`config.mk`:
```
export PLATFORM = sky130hd
export DESIGN_NAME = univ_shift_reg
export DESIGN_NICKNAME = d
export VERILOG_FILES = /design/src/rtl/univ_shift_reg_pkg.sv /design/src/rtl/univ_shift_reg_bit.sv /design/src/rtl/univ_shift_reg.sv
export SDC_FILE = /design/constraint.sdc
export NUM_CORES = 1
export LEC_CHECK = 0
export BUFFER_PORTS_ARGS = -buffer_cell sky130_fd_sc_hd__buf_2
export CAP_MARGIN = 10
export CORE_ASPECT_RATIO = 1.4
export CORE_MARGIN = 3
export CORE_UTILIZATION = 30
export CTS_BUF_LIST = sky130_fd_sc_hd__clkbuf_4 sky130_fd_sc_hd__clkbuf_8
export DETAILED_ROUTE_END_ITERATION = 8
export PLACE_DENSITY_LB_ADDON = 0.3
export SKIP_CTS_REPAIR_TIMING = 1
export SYNTH_ARGS = -nofsm -noshare
export SYNTH_HDL_FRONTEND = slang
export SYNTH_SLANG_ARGS = --single-unit
```
`constraint.sdc`:
```
create_clock -name clk -period 2.5 [get_ports clk]
set_clock_uncertainty 0.1 [all_clocks]
set_input_delay 0.375 -clock clk [delete_from_list [all_inputs] [get_ports clk]]
set_output_delay 0.375 -clock clk [all_outputs]
set_load 0.01 [all_outputs]
```
`src/rtl/univ_shift_reg_pkg.sv`:
```
// Shared mode encodings for univ_shift_reg and anything that drives its mode input.
package univ_shift_reg_pkg;

  typedef logic [2:0] mode_t;

  localparam mode_t MODE_HOLD  = 3'b000;
  localparam mode_t MODE_LOAD  = 3'b001;
  localparam mode_t MODE_SHL   = 3'b010;
  localparam mode_t MODE_SHR   = 3'b011;
  localparam mode_t MODE_ROL   = 3'b100;
  localparam mode_t MODE_ROR   = 3'b101;
  localparam mode_t MODE_CNTUP = 3'b110;
  localparam mode_t MODE_CNTDN = 3'b111;

endpackage

```
`src/rtl/univ_shift_reg_bit.sv`:
```
// One-bit storage cell with synchronous active-low reset to a per-bit reset value.
module reg_bit (
  input  logic clk,
  input  logic rst_n,
  input  logic rst_val_i,
  input  logic d_i,
  output logic q_o,
  output logic qbar_o
);

  logic q_q;

  // Reset branch first so X on the next-value path cannot leak in during reset.
  always_ff @(posedge clk) begin
    if (!rst_n) begin
      q_q <= rst_val_i;
    end else begin
      q_q <= d_i;
    end
  end

  assign q_o    = q_q;
  assign qbar_o = ~q_q;

endmodule

```
`src/rtl/univ_shift_reg.sv`:
```
// WIDTH-bit universal register: hold/load/shift/rotate/count with enable and terminal count.
module univ_shift_reg
  import univ_shift_reg_pkg::*;
#(
  parameter int unsigned WIDTH     = 8,
  parameter logic [31:0] RESET_VAL = '0
) (
  input  logic             clk,
  input  logic             rst_n,
  input  logic             en,
  input  logic [2:0]       mode,
  input  logic [WIDTH-1:0] d,
  input  logic             sil,
  input  logic             sir,
  output logic [WIDTH-1:0] q,
  output logic [WIDTH-1:0] qbar,
  output logic             sol,
  output logic             sor,
  output logic             tc
);

  localparam logic [WIDTH-1:0] RstVal = RESET_VAL[WIDTH-1:0];
  localparam logic [WIDTH-1:0] One    = {{(WIDTH-1){1'b0}}, 1'b1};

  logic [WIDTH-1:0] q_q;
  logic [WIDTH-1:0] q_d;

  always_comb begin
    q_d = q_q;
    if (en) begin
      unique case (mode)
        MODE_HOLD:  q_d = q_q;
        MODE_LOAD:  q_d = d;
        MODE_SHL:   q_d = {q_q[WIDTH-2:0], sil};
        MODE_SHR:   q_d = {sir, q_q[WIDTH-1:1]};
        MODE_ROL:   q_d = {q_q[WIDTH-2:0], q_q[WIDTH-1]};
        MODE_ROR:   q_d = {q_q[0], q_q[WIDTH-1:1]};
        MODE_CNTUP: q_d = q_q + One;
        MODE_CNTDN: q_d = q_q - One;
      endcase
    end
  end

  for (genvar i = 0; i < WIDTH; i++) begin : g_bit
    reg_bit u_bit (
      .clk       (clk),
      .rst_n     (rst_n),
      .rst_val_i (RstVal[i]),
      .d_i       (q_d[i]),
      .q_o       (q_q[i]),
      .qbar_o    (qbar[i])
    );
  end

  assign q   = q_q;
  assign sol = q_q[WIDTH-1];
  assign sor = q_q[0];

  // High the cycle before a wrap so a cascaded upper stage can use it as its enable.
  assign tc = en & (((mode == MODE_CNTUP) & (&q_q)) | ((mode == MODE_CNTDN) & ~(|q_q)));

endmodule

```
==> out/qor.csv, run 1 <==
metric,value,unit
status,finished clean,
slowest_stage,nor4b_2,
io_buffers,34,
slew_violations,0,
leakage,0.465,nW
die_y,76.3,microns
met2_usage,24.8,%
clk_pin_slew_worst_paths,40,ps
die_w,56.2,microns
max_stage_delay,430,ps
avgViaCountPerCell,5.73,
drtPass1Iterations,4,
synth_cell_type_count,46,
switchingPower,0.175,mW
finalCriticalPeriod,2170,ps
clk_latency,230,ps
critPathTopFamily,simple AND/OR/NAND/NOR gates,
worstPathArrival,1690,ps
cts_htree_levels,1,
tightest_slew,638,ps
synth_cells,145,
cap_violations,0,
largest_register_ffs,8,
crit_chain,"nor4b_2, nand3_1, o21ai_0, and2_1, buf_2",
yosysSeqAreaShare,15.1,%
drt-total-wl,3.13,mm
grt.overflow.total,0,
p_int,0.322,mW
syn_nets,162,
swShare,35.2,%
cts_sinks,8,
postRouteAntennaNets,0,
synth_flop_cell,dfxtp_1,
tns,0,ps
critPathRequiredTime,2030,ps
synth_warnings,0,
cts_tree,done,
antenna_found_initial,0,
grt_max_degree,23,
cts-buffers-inserted,3,
vdd_ir_drop_max,0.000169,V
hpwlAfterDp,2.30,mm
drc,0,
gp_routability_congestion,0.924,
final_nets,179,
ys_seq_elements,8,
pwr-share-clk,31.7,%
num_rows,24,
gr-usage-met3,1.86,%
grt_pass1_vias,1089,
initial_core_util,32.6,%
comb_power_share,35.6,%
core-area,0.00324,sq mm
syn_area,0.00106,sq mm
ios,35,
grt_use_met1,17.7,%
cts_root_buffer,clkbuf_8,
diodes,0,
worst_hold_path_type,input port to flip-flop,
rsz0062_at_grt,no,
pwr-share-seq,32.7,%
grt_pass1_wl,5.20,mm
avgSynthCellArea,7.30,sq um
slew_headroom,57.2,%
synth_edf_count,0,
async_flop_share,0,%
clockBufferDepth,2,
end_kind,output port,
period_share,86.7,%
fmax,461,MHz
path_buf_inv,1,
drive_above_1_share,30.6,%
finalHoldViolCount,0,
syn2layout_area_growth,9.22,%
avgRoutedWirePerCell,15.7,microns
whs,345,ps
final-setup-viol-count,0,
gr-max-usage-layer,met2,
cp-start-kind,flip-flop,
dieArea,0.00429,sq mm
drt_iter0_drc,44,
power_per_cell_area,430,mW/mm^2
worstSetupPathType,flip-flop to output port,
route.vias.total,1140,
crit_fanout,10,
grt.total_usage,14.9,%
-- Yosys cell counts, types with 2 or more instances --
| master | count | area share, % |
|---|---|---|
| dfxtp_1 | 8 | 15 |
| nor2_1 | 13 | 4.6 |
| o21ai_0 | 7 | 3.3 |
| nor3_1 | 5 | 2.4 |
| a21oi_1 | 8 | 3.8 |
| buf_6 | 4 | 4.3 |
| buf_4 | 17 | 12 |
| clkbuf_1 | 2 | 0.71 |
| mux2i_1 | 5 | 4.7 |
| a31oi_1 | 2 | 1.2 |
| nor2b_1 | 3 | 1.8 |
| and2_1 | 2 | 1.2 |
| a311oi_1 | 2 | 1.7 |
| nand2_1 | 9 | 3.2 |
| nand3_1 | 4 | 1.9 |
| nand2b_1 | 6 | 3.5 |
| a211oi_1 | 3 | 2.1 |
| buf_2 | 4 | 1.9 |
| nor4_1 | 3 | 1.8 |
| o21a_1 | 3 | 2.1 |
| o22ai_1 | 2 | 1.2 |
| inv_1 | 8 | 2.8 |
| o31ai_1 | 2 | 1.4 |
-- stage by stage --
stage | cell area, sq um | setup slack (ps) | std cells | utilization [%] | power (mW)
2_1_floorplan | 1060 | 319 | 145 | - | 0.306
3_3_place_gp | 1110 | 284 | 196 | 34.4 | 0.339
3_5_place_dp | 1110 | 216 | 196 | 34.4 | 0.338
4_1_cts | 1160 | 317 | 199 | 35.6 | 0.499
5_1_grt | 1160 | 166 | 199 | 35.6 | 0.529
6_report | 1160 | 332 | 199 | 35.6 | 0.497
-- layer usage --
layer,vias to the layer above,wire length (microns)
met5,-,0
li1,542,-
met2,51,1550
met3,9,181
met1,538,1320
met4,0,82
-- logic make-up (layout without fill, tap and decap cells) --
group	count (synthesis)	after routing	share of synthesized area, %
AO/OA/AOI/OAI	42	42	28.5
XOR/XNOR	1	1	0.828
adder cells (fa/ha/maj)	1	1	1.18
buffers and inverters	35	50	21.7
flip-flops	8	8	15.1
multiplexers	5	5	4.73
AND/OR/NAND/NOR	53	53	27.9
-- power by group through the flow --
stage	registers [mW]	logic [mW]	clock network, mW
floorplan	0.154	0.153	0
global placement	0.165	0.174	0
detailed placement	0.164	0.174	0
CTS	0.162	0.177	0.161
global route	0.165	0.194	0.170
finish	0.163	0.177	0.157
-- worst min-delay path, cell delays in order --
cell,delay (ps)
buf_2,80
a211oi_1,50
o21ai_0,140
-- worst paths after layout --
path | slack (ps) | start | depth (start not counted) | to
worst max-delay path | 330 | g_bit[1].u_bit.q_o | 5 | tc
worst max register to register | 430 | g_bit[1].u_bit.q_o | 6 | g_bit[6].u_bit.q_o
worst min-delay path | 340 | d[2] | 3 | g_bit[2].u_bit.q_o
worst min register to register | 510 | g_bit[5].u_bit.q_o | 2 | g_bit[5].u_bit.q_o
-- layout make-up --
cell class	count	area, sq um
clock buffer	3	41.3
fill	364	2090
inverter	8	30.0
multi-input combinational	102	668
sequential	8	160
tap	39	48.8
timing repair buffer	39	208
-- cells in the final DEF, fill, tap and decap left out, types with 4 or more instances in the layout --
cell      instances
buf_2            34
dfxtp_1           8
buf_4             5
a21oi_1           8
nand2_1           9
nand3_1           4
mux2i_1           5
o21ai_0           7
nor2_1           13
inv_1             8
nor3_1            5
nand2b_1          6
No activity file was read; power rests on OpenSTA's default activity.
==> run 2: changes to the inputs <==
- CORE_ASPECT_RATIO: 1.4 -> 0.9
==> run 2 against run 1 <==
Effect of this change: sequential power is essentially flat; flip-flop and latch count is the same; combinational power shrank 4%; largest cell class unchanged.
==> out/qor.csv, run 2 (synthesis results as in run 1) <==
metric,value,unit,change
mostFrequentLayoutCells,"buf_2, nor2_1, nand2_1",,
ios,35,,unchanged
cts_sinks,8,,unchanged
clockBufferDepth,2,,unchanged
finalCriticalPeriod,2170,ps,-0.745 ps
end_kind,output port,,
drc,0,,unchanged
finalHoldViolCount,0,,unchanged
final_common_cell,buf_2,,
grt.total_usage,14.2,%,-0.67 points
period_share,86.7,%,about the same
cts_tree,done,,
dieArea,0.00428,sq mm,-0.21%
final_nets,178,,-0.56%
antenna_found_initial,0,,unchanged
syn2layout_area_growth,8.87,%,
drive_above_1_share,30.2,%,-0.44 points
power_per_cell_area,436,mW/mm^2,+1.4%
power.total,0.502,mW,+1.1%
grt_max_degree,23,,unchanged
fmax,461,MHz,about the same
cap_violations,0,,unchanged
io_buffers,34,,unchanged
hpwlAfterDp,2.15,mm,-6.5%
diodes,0,,unchanged
cp-start-kind,flip-flop,,
r2r_slack,380,ps,-50 ps
crit_chain,"nor4b_2, nand3_1, o21ai_0, and2_1, buf_2",,
worstSetupPathType,flip-flop to output port,,
min_path_cells,3,,unchanged
cts_root_buffer,clkbuf_8,,
drtPass1Iterations,4,,unchanged
slew_headroom,60.8,%,+3.6 points
gp_routability_congestion,0.903,,-2.3%
drt-total-wl,3.00,mm,-4.4%
slowest_stage,dfxtp_1,,
route.vias.total,1132,,-0.70%
final-setup-viol-count,0,,unchanged
initial_core_util,33.0,%,+0.34 points
worst_hold_path_type,input port to flip-flop,,
final_cell_count_no_fill,201,,+1.0%
avgViaCountPerCell,5.63,,-1.7%
rsz0062_at_grt,no,,
status,finished clean,,
largest_register_ffs,8,,unchanged
tightest_slew,585,ps,-53.2 ps
placed_cells,198,,+1.0%
core-area,0.00321,sq mm,-1.0%
vdd_ir_drop_max,0.000125,V,-26%
die_w,68.6,microns,+22%
min_to,g_bit[0].u_bit.q_o,,
post-route-util,35.9,%,+0.26 points
num_rows,19,,-21%
r2r_cells,6,,unchanged
drt_iter0_drc,114,,+160%
r2r_end,g_bit[6].u_bit.q_o,,
hold_start,d[0],,
grt_pass1_wl,4.78,mm,-8.0%
reg2reg_from,g_bit[1].u_bit.q_o,,
cts-buffers-inserted,3,,unchanged
tns,0,ps,unchanged
clk_pin_slew_worst_paths,40,ps,about the same
grt_pass1_vias,957,,-12%
worstPathArrival,1690,ps,about the same
critPathRequiredTime,2030,ps,about the same
cts_htree_levels,1,,unchanged
crit_fanout,10,,unchanged
critPathTopFamily,simple AND/OR/NAND/NOR gates,,
leakage,0.460,nW,-1.1%
clk_latency,240,ps,about the same
postRouteAntennaNets,0,,unchanged
path_buf_inv,1,,unchanged
die_y,62.4,microns,-18%
grt.overflow.total,0,,unchanged
max_stage_delay,420,ps,about the same
avgRoutedWirePerCell,14.9,microns,-5.3%
slew_violations,0,,unchanged
run 2: changes by cell type in the layout (fill, tap and decap cells not counted), sizes merged:
cell / delta
buf: -1
run 2: worst max path at each step:
stage	startpoint	to	depth (start not counted)
floorplan	mode[1]	g_bit[6].u_bit.q_o	10
global placement	mode[2]	g_bit[6].u_bit.q_o	9
detailed placement	mode[1]	g_bit[6].u_bit.q_o	9
CTS	g_bit[1].u_bit.q_o	tc	5
global route	g_bit[1].u_bit.q_o	tc	5
finish	g_bit[1].u_bit.q_o	tc	5
run 2: per-layer routing:
| layer | up-vias | global-route usage, % | part of all wire [%] |
|---|---|---|---|
| met5 | - | 0 | 0 |
| met4 | 0 | 3.23 | 2.1 |
| met2 | 76 | 20.0 | 43 |
| li1 | 540 | - | - |
| met1 | 508 | 20.7 | 42 |
| met3 | 8 | 4.50 | 13 |
run 2: final cells by class:
class,instances,area [sq um]
clock buffers,3,41.3
fillers,370,2060
inverters,8,30.0
multi-input cells,102,668
flip-flops and latches,8,160
well taps,42,52.6
repair buffers,38,200
run 2: through the flow:
step | worst slack, ps | hold slack [ps] | area [sq um]
floorplan | 319 | 419 | 1060
global placement | 291 | 498 | 1110
detailed placement | 203 | 493 | 1110
CTS | 348 | 358 | 1150
global route | 161 | 375 | 1150
finish | 333 | 359 | 1150
run 2: worst min-delay path: stages:
cell,delay [ps]
buf_2,70
nor3_1,30
o31ai_1,170
run 2: power breakdown:
group          switching [mW]  internal (mW)  total (mW)
clock network          0.0608          0.105       0.166
registers              0.0280          0.138       0.166
logic                  0.0923         0.0776       0.170
==> run 3: changes to the inputs <==
- CELL_PAD_IN_SITES_DETAIL_PLACEMENT: unset -> 1
- CELL_PAD_IN_SITES_GLOBAL_PLACEMENT: unset -> 1
==> run 3 against run 2 <==
Effect of this change: sequential power hardly changed; maximum frequency up 1.8%; via count down 3.6%; total power up 0.52%; die area unchanged; critical path type unchanged; largest cell class unchanged; first-iteration DRC count decreased by 57%; critical endpoint unchanged; clock-buffer cell count is the same; flip-flop and latch count is the same.
==> out/qor.csv, run 3 (synthesis results as in run 1) <==
metric,value,unit,change
status,finished clean,,
largest_register_ffs,8,,unchanged
core-area,0.00321,sq mm,unchanged
clk_pin_slew_worst_paths,50,ps,about the same
syn2layout_area_growth,9.57,%,
power_per_cell_area,435,mW/mm^2,-0.13%
grt.total_usage,16.5,%,+2.3 points
grt.overflow.total,0,,unchanged
cp-startpoint,g_bit[0].u_bit.q_o,,
swShare,36.1,%,+0.074 points
cp-start-kind,flip-flop,,
crit_fanout,10,,unchanged
route.vias.total,1091,,-3.6%
die_w,68.6,microns,unchanged
dieArea,0.00428,sq mm,unchanged
postRouteAntennaNets,0,,unchanged
cts_htree_levels,1,,unchanged
p_int,0.322,mW,+0.41%
tightest_slew,632,ps,+47.0 ps
diodes,0,,unchanged
pre_cts_ws,213,ps,+9.71 ps
grt_pass1_vias,1062,,+11%
cts_sinks,8,,unchanged
switchingPower,0.182,mW,+0.73%
period_share,85.1,%,-1.5 points
worstPathArrival,1650,ps,-40 ps
cts_tree,done,,
avgRoutedWirePerCell,16.4,microns,+9.9%
reg2reg_from,g_bit[1].u_bit.q_o,,
finalCriticalPeriod,2130,ps,-38.4 ps
num_rows,19,,unchanged
hpwlAfterDp,2.44,mm,+13%
worstSetupPathType,flip-flop to output port,,
antenna_found_initial,0,,unchanged
worst_hold_path_type,input port to flip-flop,,
io_buffers,34,,unchanged
end_kind,output port,,
final_common_cell,buf_2,,
comb_power_share,35.1,%,+1.3 points
final_nets,179,,+0.56%
avgViaCountPerCell,5.40,,-4.1%
mostFrequentLayoutCells,"buf_2, nor2_1, nand2_1",,
drive_above_1_share,30.6,%,+0.44 points
ios,35,,unchanged
hold_start,d[0],,
cts-buffers-inserted,3,,unchanged
clockBufferDepth,2,,unchanged
final-setup-viol-count,0,,unchanged
critPathRequiredTime,2030,ps,about the same
placed_cell_area,0.00112,sq mm,+0.68%
die_y,62.4,microns,unchanged
cap_violations,0,,unchanged
gp_routability_congestion,0.831,,-7.9%
max_stage_delay,420,ps,about the same
rsz0062_at_grt,no,,
slew_headroom,57.6,%,-3.2 points
drtPass1Iterations,4,,unchanged
grt_max_degree,23,,unchanged
drt_iter0_drc,49,,-57%
slew_violations,0,,unchanged
leakage,0.465,nW,+1.1%
clk_latency,230,ps,about the same
drc,0,,unchanged
tns,0,ps,unchanged
pwr-share-seq,32.6,%,-0.5 points
stdcell_area,0.00116,sq mm,+0.65%
setup_slack,371,ps,+38.4 ps
slowest_stage,dfxtp_1,,
vdd_ir_drop_max,0.000171,V,+38%
pwr-share-clk,32.4,%,-0.6 points
initial_core_util,33.0,%,unchanged
crit_chain,"nor4b_2, nand3_1, o21ai_0, and2_1, buf_2",,
finalHoldViolCount,0,,unchanged
fmax,470,MHz,+1.8%
grt_pass1_wl,5.42,mm,+13%
cts_root_buffer,clkbuf_8,,
drt-total-wl,3.31,mm,+10%
whs,354,ps,-4.30 ps
run 3: changes by cell type in the layout (fill, tap and decap cells not counted), sizes merged:
| cell | delta |
|---|---|
| buf | +1 |
run 3: worst paths after layout:
| kind | end | slack [ps] | cells after the start |
|---|---|---|---|
| worst max register to register | g_bit[6].u_bit.q_o | 530 | 6 |
| worst max-delay path | tc | 370 | 5 |
| worst min register to register | g_bit[5].u_bit.q_o | 540 | 2 |
| worst min-delay path | g_bit[0].u_bit.q_o | 350 | 3 |
run 3: per-layer routing:
layer,track usage [%],routed length [microns],vias up
met5,0,0,-
li1,-,-,542
met2,24.7,1470,43
met4,3.72,27,0
met3,3.78,215,2
met1,23.7,1590,504
run 3: cell type report:
type / instances / area [sq um]
fill: 432 / 2050
multi-input combinational: 102 / 668
timing repair buffer: 39 / 208
sequential: 8 / 160
tap: 42 / 52.6
clock buffer: 3 / 41.3
inverter: 8 / 30.0
run 3: power groups by stage:
stage	combinational, mW	sequential, mW	clock (mW)
final	0.177	0.164	0.163
after global routing	0.197	0.167	0.179
after CTS	0.178	0.164	0.171
after detailed placement	0.177	0.166	0
after global placement	0.174	0.166	0
after floorplan	0.153	0.154	0
run 3: critical path: cells and delay by family (launching register included):
family / cells / cell delay [ps]
flops: 1 / 420
compound gates: 1 / 170
simple gates: 3 / 720
buf+inv: 1 / 120
run 3: metrics by stage:
| step | util, % | cells | total power [mW] |
|---|---|---|---|
| finish | 36.1 | 202 | 0.505 |
| global route | 36.1 | 202 | 0.543 |
| CTS | 36.1 | 202 | 0.513 |
| detailed placement | 34.9 | 199 | 0.343 |
| global placement | 34.9 | 199 | 0.340 |
| floorplan | - | 145 | 0.306 |
